[config.mk]
export PLATFORM = sky130hd
export DESIGN_NAME = radix4_mult_ctrl
export DESIGN_NICKNAME = d
export VERILOG_FILES = /design/src/rtl/radix4_mult_ctrl.sv
export SDC_FILE = /design/constraint.sdc
export NUM_CORES = 1
export LEC_CHECK = 0
export ABC_AREA = 1
export CORE_AREA = 2 2 39 41
export CTS_CLUSTER_DIAMETER = 60
export CTS_CLUSTER_SIZE = 24
export DETAILED_ROUTE_END_ITERATION = 8
export DIE_AREA = 0 0 41 43
export PLACE_DENSITY = 0.71
export SYNTH_ARGS = -nofsm -noshare
export SYNTH_HDL_FRONTEND = slang
export SYNTH_SLANG_ARGS = --single-unit
[constraint.sdc]
create_clock -name clk -period 1.6 [get_ports clk]
set_input_delay 0.32 -clock clk [delete_from_list [all_inputs] [get_ports clk]]
set_output_delay 0.32 -clock clk [all_outputs]
set_load 0.02 [all_outputs]
[src/rtl/radix4_mult_ctrl.sv]
// Radix-4 Booth multiplier controller: sequences load, Booth-digit accumulate and 2-place shift.
// Optional macro RADIX4_MULT_CTRL_ABORT_EN adds an abort input that cancels an operation.
module radix4_mult_ctrl #(
    parameter int unsigned size = 8
) (
    input  logic       clk,
    input  logic       reset,
    input  logic       in_valid,
    output logic       in_ready,
    input  logic [1:0] q_bits,
    output logic       load_enable,
    output logic       shift_enable,
    output logic       clear_n,
    output logic       acc_en,
    output logic [2:0] pp_sel,
    output logic       out_valid,
    input  logic       out_ready
`ifdef RADIX4_MULT_CTRL_ABORT_EN
    ,
    input  logic       abort
`endif
);

    localparam int unsigned Digits = size / 2;
    localparam int unsigned CntW   = $clog2(Digits + 1);
    localparam logic [CntW-1:0] LastCnt = CntW'(Digits);

    typedef enum logic [2:0] {
        StIdle,
        StLoad,
        StCalc,
        StShift,
        StDone
    } state_e;

    state_e          state_q, state_d;
    logic [CntW-1:0] cnt_q, cnt_d;
    logic            qm1_q, qm1_d;
    logic [2:0]      booth_sel;
    logic            abort_act;

`ifdef RADIX4_MULT_CTRL_ABORT_EN
    assign abort_act = abort && (state_q != StIdle);
`else
    assign abort_act = 1'b0;
`endif

    // Booth digit of {q1, q0, q-1}; encoding is {negate, x2, x1}
    always_comb begin
        booth_sel = 3'b000;
        case ({q_bits, qm1_q})
            3'b001, 3'b010: booth_sel = 3'b001;
            3'b011:         booth_sel = 3'b010;
            3'b100:         booth_sel = 3'b110;
            3'b101, 3'b110: booth_sel = 3'b101;
            default:        booth_sel = 3'b000;
        endcase
    end

    always_ff @(posedge clk) begin
        if (reset) begin
            state_q <= StIdle;
            cnt_q   <= '0;
            qm1_q   <= 1'b0;
        end else begin
            state_q <= state_d;
            cnt_q   <= cnt_d;
            qm1_q   <= qm1_d;
        end
    end

    always_comb begin
        state_d      = state_q;
        cnt_d        = cnt_q;
        qm1_d        = qm1_q;
        in_ready     = 1'b0;
        load_enable  = 1'b0;
        shift_enable = 1'b0;
        clear_n      = 1'b1;
        acc_en       = 1'b0;
        pp_sel       = 3'b000;
        out_valid    = 1'b0;

        case (state_q)
            StIdle: begin
                in_ready = 1'b1;
                if (in_valid) state_d = StLoad;
            end
            StLoad: begin
                load_enable = 1'b1;
                cnt_d       = '0;
                qm1_d       = 1'b0;
                state_d     = StCalc;
            end
            StCalc: begin
                acc_en  = 1'b1;
                pp_sel  = booth_sel;
                state_d = StShift;
            end
            StShift: begin
                shift_enable = 1'b1;
                qm1_d        = q_bits[1];
                cnt_d        = cnt_q + CntW'(1);
                state_d      = (cnt_d == LastCnt) ? StDone : StCalc;
            end
            StDone: begin
                out_valid = 1'b1;
                if (out_ready) state_d = StIdle;
            end
            default: state_d = StIdle;
        endcase

        if (abort_act) begin
            state_d      = StIdle;
            cnt_d        = '0;
            qm1_d        = 1'b0;
            in_ready     = 1'b0;
            load_enable  = 1'b0;
            shift_enable = 1'b0;
            acc_en       = 1'b0;
            pp_sel       = 3'b000;
            out_valid    = 1'b0;
            clear_n      = 1'b0;
        end

        // Reset clears the external shift registers on the same edge it resets the FSM
        if (reset) begin
            in_ready     = 1'b0;
            load_enable  = 1'b0;
            shift_enable = 1'b0;
            acc_en       = 1'b0;
            pp_sel       = 3'b000;
            out_valid    = 1'b0;
            clear_n      = 1'b0;
        end
    end

endmodule

# Word-level counts from Yosys, hierarchy flattened
# Cells that the tools add are included.
# word_totals
ramBits	0
latchBits	0
wordCells	42
n_memories	0
mem_bits_ro	0
register_bits	7
# op_classes
mux	20
eq_ne	13
n_addsub	1
reduce_logical	5
n_bitwise	0
magnitude_cmp	0
div	0
mul	0
shifts	0
# op_table
operator	n
$eq A3 B3 Y1 const B	5
$mux W3	5
$pmux W3 S5	1
$eq A3 B2 Y1 const B	4
$pmux W3 S4	1
$mux W1	11
$eq A3 B1 Y1 const B	2
$pmux W3 S2	1
$ne A2 B2 Y1 const B	2
$reduce_or A2 Y1	2
$add A3 B1 Y3 const B	1
$logic_not A3 Y1	1
$pmux W1 S2	1
$reduce_and A2 Y1	1
$reduce_bool A2 Y1	1

# Logic depth before layout (Yosys ltp)
# depth
ltp_word	5
ltp_mapped	7
depth_no_buf	7

# Least setup slack after synthesis
# No wires, ideal clock.
# synth_path
kind	input to output
from	input port reset
to	output port pp_sel[1]
path_stages	4
required_ps	1280
arrival_time_ps	1057
path_buffers	1
slack_ps	223
path_cell_list	buf_4 -> clkinv_2 -> nand4_1 -> nor2_1
# synth_via
elab_chain_cells	1
# synth_lines
item	line	source
start, declared	7	input logic reset,
$mux W3	127	if (reset) begin
end, declared	15	output logic [2:0] pp_sel,
# No other way between the ends.

# Worst setup path after layout
# layout_path
from	register qm1_q
to	output port pp_sel[2]
# layout_via
elab_chain_cells	5
elab_cells_between_ends	11
# layout_lines
item	line	source
start, declared	38	logic qm1_q, qm1_d;
start signal, assigned	68	qm1_q <= qm1_d;
$eq A3 B3 Y1, or another cell as far along	51	case ({q_bits, qm1_q})
$reduce_or A2 Y1	51	
$pmux W3 S4 (*)	51	
$mux W3 (*)	84	case (state_q)
$mux W3 (*)	127	
# Every way passes the cells marked *; elsewhere a longest branch is shown, timed or not.

==> results.md <==
- The run finished with clean final reports.
- The hold buffer count at cts is 0.
- For the worst setup path, the data required time is between 1000 and 1500 ps.
- The class of the tightest hold or removal check is flip-flop to flip-flop.
- Pin placement for this block handled 15 I/O pins.
- Traced cell by cell, the critical path runs through inv_2, ha_4, o31ai_2, nor2_1, buf_4.
- The post-synthesis xor/xnor area fraction is 0.
- The startpoint type of the worst setup path is a flip-flop.
- The share of the synthesized area in compound gates (AO/OA/AOI/OAI) is 0.106.
- The horizontal die dimension is 41 um.
- Of the total synthesized cell area, the portion taken by full adders, half adders and majority gates is 0.159.
- The clock passes through at most 2 buffers.
- Setup repair after global routing could not meet its margin everywhere.
- Wire segments on met3 add up to 67 um in the final route.
- The number of flops mapped to enable cells by yosys is 0.
- Wires add up to approximately 1.2 mm.
- The share of async-settable or async-resettable flops after synthesis is 0.
- The antenna diode instance count is 0.
- Summed over all nets, the half-perimeter wirelength after detailed placement is 845 um.
- Grouping stages by cell kind, the critical path spends the most delay in flip-flops.
- Internal power comes to ~0.34 mW.
- The critical path buffer and inverter count is 2.
- The number of port buffers is 14.
- The Yosys warning count is 0.
- The count of unique library cells instantiated by Yosys is 20.
- After global routing the overflow that remains totals 0.
- By startpoint and endpoint, the worst setup path is classified as flip-flop to output port.
- The slowest stage of the critical path belongs to the cell sky130_fd_sc_hd__dfxtp_2.
- The post-placement worst setup slack is -647 ps.
- The maximum level of the CTS H-tree is 1.
- The end point of the most critical hold path is cnt_q[2].
- Of the post-synthesis cell area, the part taken by muxes is 0.0212.
- The worst setup path is captured at an output port.
- The routability congestion estimate from global placement is 0.735.
- Data on the critical path arrives at its endpoint at around 1300 ps.
- Summed over all nets, wire length on met2 after detailed routing comes to ~560 um.
- Clock-pin slew was measured on the worst setup and hold paths at approximately 50 ps.
- Setup slack on the critical path of the routed design comes to between 20 and 25 ps.
- The share of total power dissipated in sequential elements is 0.407.
- Of the cells placed in the final design, the portion with a size suffix greater than 1 is 0.413.
- The CTS tree is yes.
- For this run, design rule violations remaining after detail routing come to 0.
- Ranked by total cell area, the synthesized netlist is headed by sky130_fd_sc_hd__dfxtp_1, sky130_fd_sc_hd__ha_1, sky130_fd_sc_hd__nand2_1.
- The worst-case register-to-register setup slack is roughly 570 ps.
- The synthesized area is around 470 um^2.
- The main combinational cell family by area after synthesis is simple AND/OR/NAND/NOR gates.
- For this run, the register share of the synthesized area comes to 0.297.
- The worst register-to-register path has a depth of 7.
- The max capacitance violation total is 0.
- The number of global-route vias before repair came to 492.
- The setup skew after layout is a little over 0.7 ps.
- The die covers 1760 um^2.
- The first detailed-routing pass ran for 4 iterations.
- Of the total power, combinational logic draws 0.252.
- The starting density of the core is 0.341.
- After the last flow step, the layout net total stands at approximately 110.
- The power per unit of standard cell area is between 600 and 700 nW/um^2.
- Across every metal layer, demand over resource in global routing totals 0.168.
- The number of antenna violations at the first check in global routing was 0.
- The signed area change from the synthesized netlist to the final layout is 51.2%.
- The buffer cell driving the clock tree root is sky130_fd_sc_hd__clkbuf_4.
- After detailed routing, the average wire length per cell comes to ~11 um.
- Based on the critical path, the design can be clocked at up to 634 MHz.
- Across the VDD grid, the largest voltage drop is ~0.29 mV.
- The maximum number of pins on one net before global-route repair is 9.
- Counting every instance in the synthesized netlist gives 65.
- After floorplanning, the core was sized to cover between 1000 and 1500 um^2.
- For this design the static power due to leakage is between 0.3 and 0.4 nW.
- The total nets after synthesis is between 70 and 80.
- The flip-flop cell with the highest count after synthesis is sky130_fd_sc_hd__dfxtp_1.
- The synthesized design contains 7 register bits.
- In this run the critical register-to-register path is launched from cnt_q[0].
- The first global-routing pass estimated 1.97 mm of wire.
- Of the total power, the share spent switching nets is 0.287.
- For this block, the initial DRC count from the detailed router was 5.
- At the pin with the least slew margin, the transition time is roughly 200 ps.
- For the final routed database, the setup TNS stands at 0 ps.
- Counting tap cells, the placed design contains a total of 103 instances.
- The final non-filler cell total is around 110.
- The count of endpoints failing hold in the final timing report came to 0.
- The number of vias in the routed layout is 500.
- The number of sinks handled by clock tree synthesis is 7.
- After synthesis, the mean cell area works out to about 7.3 um^2.
- The endpoint of the most critical register-to-register path is state_q[1].
- Dividing the detail-routed via count by the number of cells gives approximately 4.6.
- The number of pins exceeding their max-slew limit in the final report came to 0.
- In the final routing, the length of wire on met1 measures between 500 and 600 um.
- The commonest cells after synthesis are sky130_fd_sc_hd__nand2_1, sky130_fd_sc_hd__inv_1, sky130_fd_sc_hd__nor2_1.
- In the finished design, the share of the clock period the worst path needs comes to 0.986.
- The worst hold path startpoint is cnt_q[2].
- Counting instances, the worst hold path has a depth of 2.
- The switching power is 0.136 mW.
- The part of the power in the clock network is 0.341.
- The uppermost layer routed is met4.
- sky130_fd_sc_hd__nand2_1 is the most common cell in the netlist.
- The number of nets with antenna violations after detailed routing is 0.
- The number of clock buffers added by TritonCTS is 3.
- The largest fanout of any net on the critical path is 3.
- Clock latency on the worst-skew pair, taken at its later pin, is around 250 ps.
- The final period demand of the worst path is roughly 1600 ps.
- Setup violations remaining at the end of the flow were counted as 0.
- The cell type contributing the most total cell area after synthesis is sky130_fd_sc_hd__dfxtp_1.
- In this design, the stage delay of the slowest critical-path cell is approximately 340 ps.
- The row count is 14.
- The height of the die is roughly 43 um.
- Of the total synthesized cell area, the portion taken by AND, OR, NAND and NOR gates is 0.302.
- The share of Yosys cell area claimed by the top area cell type is 0.297.
- The tightest slew margin relative to the limit is 0.867.
==> layout by cell type, fill, tap and decap left out <==
cell type and count:
sky130_fd_sc_hd__clkbuf_4 3, sky130_fd_sc_hd__ha_4 1, sky130_fd_sc_hd__dfxtp_2 3, sky130_fd_sc_hd__nand3b_1 1
sky130_fd_sc_hd__nor2_1 8, sky130_fd_sc_hd__o21ai_1 2, sky130_fd_sc_hd__dlygate4sd2_1 2, sky130_fd_sc_hd__inv_2 3
sky130_fd_sc_hd__clkinv_2 1, sky130_fd_sc_hd__nor2_2 1, sky130_fd_sc_hd__mux2i_1 1, sky130_fd_sc_hd__nand4_1 1
sky130_fd_sc_hd__clkdlybuf4s15_1 1, sky130_fd_sc_hd__ha_1 5, sky130_fd_sc_hd__buf_4 12, sky130_fd_sc_hd__clkbuf_1 1
sky130_fd_sc_hd__o31ai_2 1, sky130_fd_sc_hd__a21oi_1 3, sky130_fd_sc_hd__clkbuf_2 1, sky130_fd_sc_hd__a21oi_2 2
sky130_fd_sc_hd__dfxtp_1 4, sky130_fd_sc_hd__clkdlybuf4s15_2 1, sky130_fd_sc_hd__inv_1 8, sky130_fd_sc_hd__nand2_1 11
sky130_fd_sc_hd__nand2_2 2, sky130_fd_sc_hd__nor3_1 2, sky130_fd_sc_hd__buf_2 5, sky130_fd_sc_hd__nor2_4 1
sky130_fd_sc_hd__clkdlybuf4s50_1 2, sky130_fd_sc_hd__nand3_2 1, sky130_fd_sc_hd__nand3_1 2
==> flip-flops by register name (all words and copies together) (netlist names) <==
name and flops:
cnt_q 3, qm1_q 1, state_q 3
==> timing repair <==
item / CTS / global route
hold endpoints to repair: 0 / 0
buffers inserted: 0 / 1
pin swaps: 2 / 2
endpoints found under the setup margin: 9 / 4
gates resized for setup: 39 / 11
==> cell type report <==
type / count / area (um^2)
clock buffer: 4 / 26.3
inverter: 12 / 46.3
sequential: 7 / 144
fill: 149 / 671
timing repair buffer: 24 / 179
tap: 16 / 20.0
multi-input combinational: 45 / 298
==> power by group through the flow <==
stage               registers [mW]  logic [mW]  clock network [mW]
floorplan                    0.192      0.0577                   0
global placement             0.194       0.120                   0
detailed placement           0.194       0.122                   0
CTS                          0.191       0.114               0.165
global route                 0.194       0.130               0.180
finish                       0.193       0.119               0.162
==> worst reg2reg max path: stages, from the launching register on <==
cell and delay (ps):
sky130_fd_sc_hd__dfxtp_1 320, sky130_fd_sc_hd__ha_1 210, sky130_fd_sc_hd__inv_1 50, sky130_fd_sc_hd__nand2_1 40, sky130_fd_sc_hd__nand2_1 100, sky130_fd_sc_hd__nand2_1 70, sky130_fd_sc_hd__nor2_1 90, sky130_fd_sc_hd__nor2_1 40
==> worst max path at each step <==
stage,to,slack [ps],start,depth (start not counted)
2_1_floorplan,pp_sel[1],220,reset,4
3_3_place_gp,pp_sel[0],-610,q_bits[0],6
3_5_place_dp,pp_sel[0],-650,q_bits[0],6
4_1_cts,pp_sel[2],-40,qm1_q,5
5_1_grt,pp_sel[2],-50,qm1_q,5
6_report,pp_sel[2],20,qm1_q,5
==> logic make-up after synthesis <==
logic type / count (synthesis)
flip-flops: 7
buffers and inverters: 13
multiplexers: 1
adder cells (fa/ha/maj): 6
AO/OA/AOI/OAI: 8
AND/OR/NAND/NOR: 30
==> per-layer routing <==
layer  up-vias  global-route usage
met4         0               0.100
met2        15               0.259
li1        258                   -
met1       225               0.190
met3         2              0.0524
met5         -                   0
==> stage by stage <==
| stage | area [um^2] | total power, mW | utilization | hold slack, ps |
|---|---|---|---|---|
| global placement | 692 | 0.314 | 0.500 | 468 |
| CTS | 691 | 0.470 | 0.499 | 480 |
| finish | 713 | 0.474 | 0.515 | 477 |
| floorplan | 472 | 0.250 | - | 457 |
| detailed placement | 692 | 0.316 | 0.500 | 472 |
| global route | 713 | 0.504 | 0.515 | 540 |
Power figures use the tool's default switching activity.
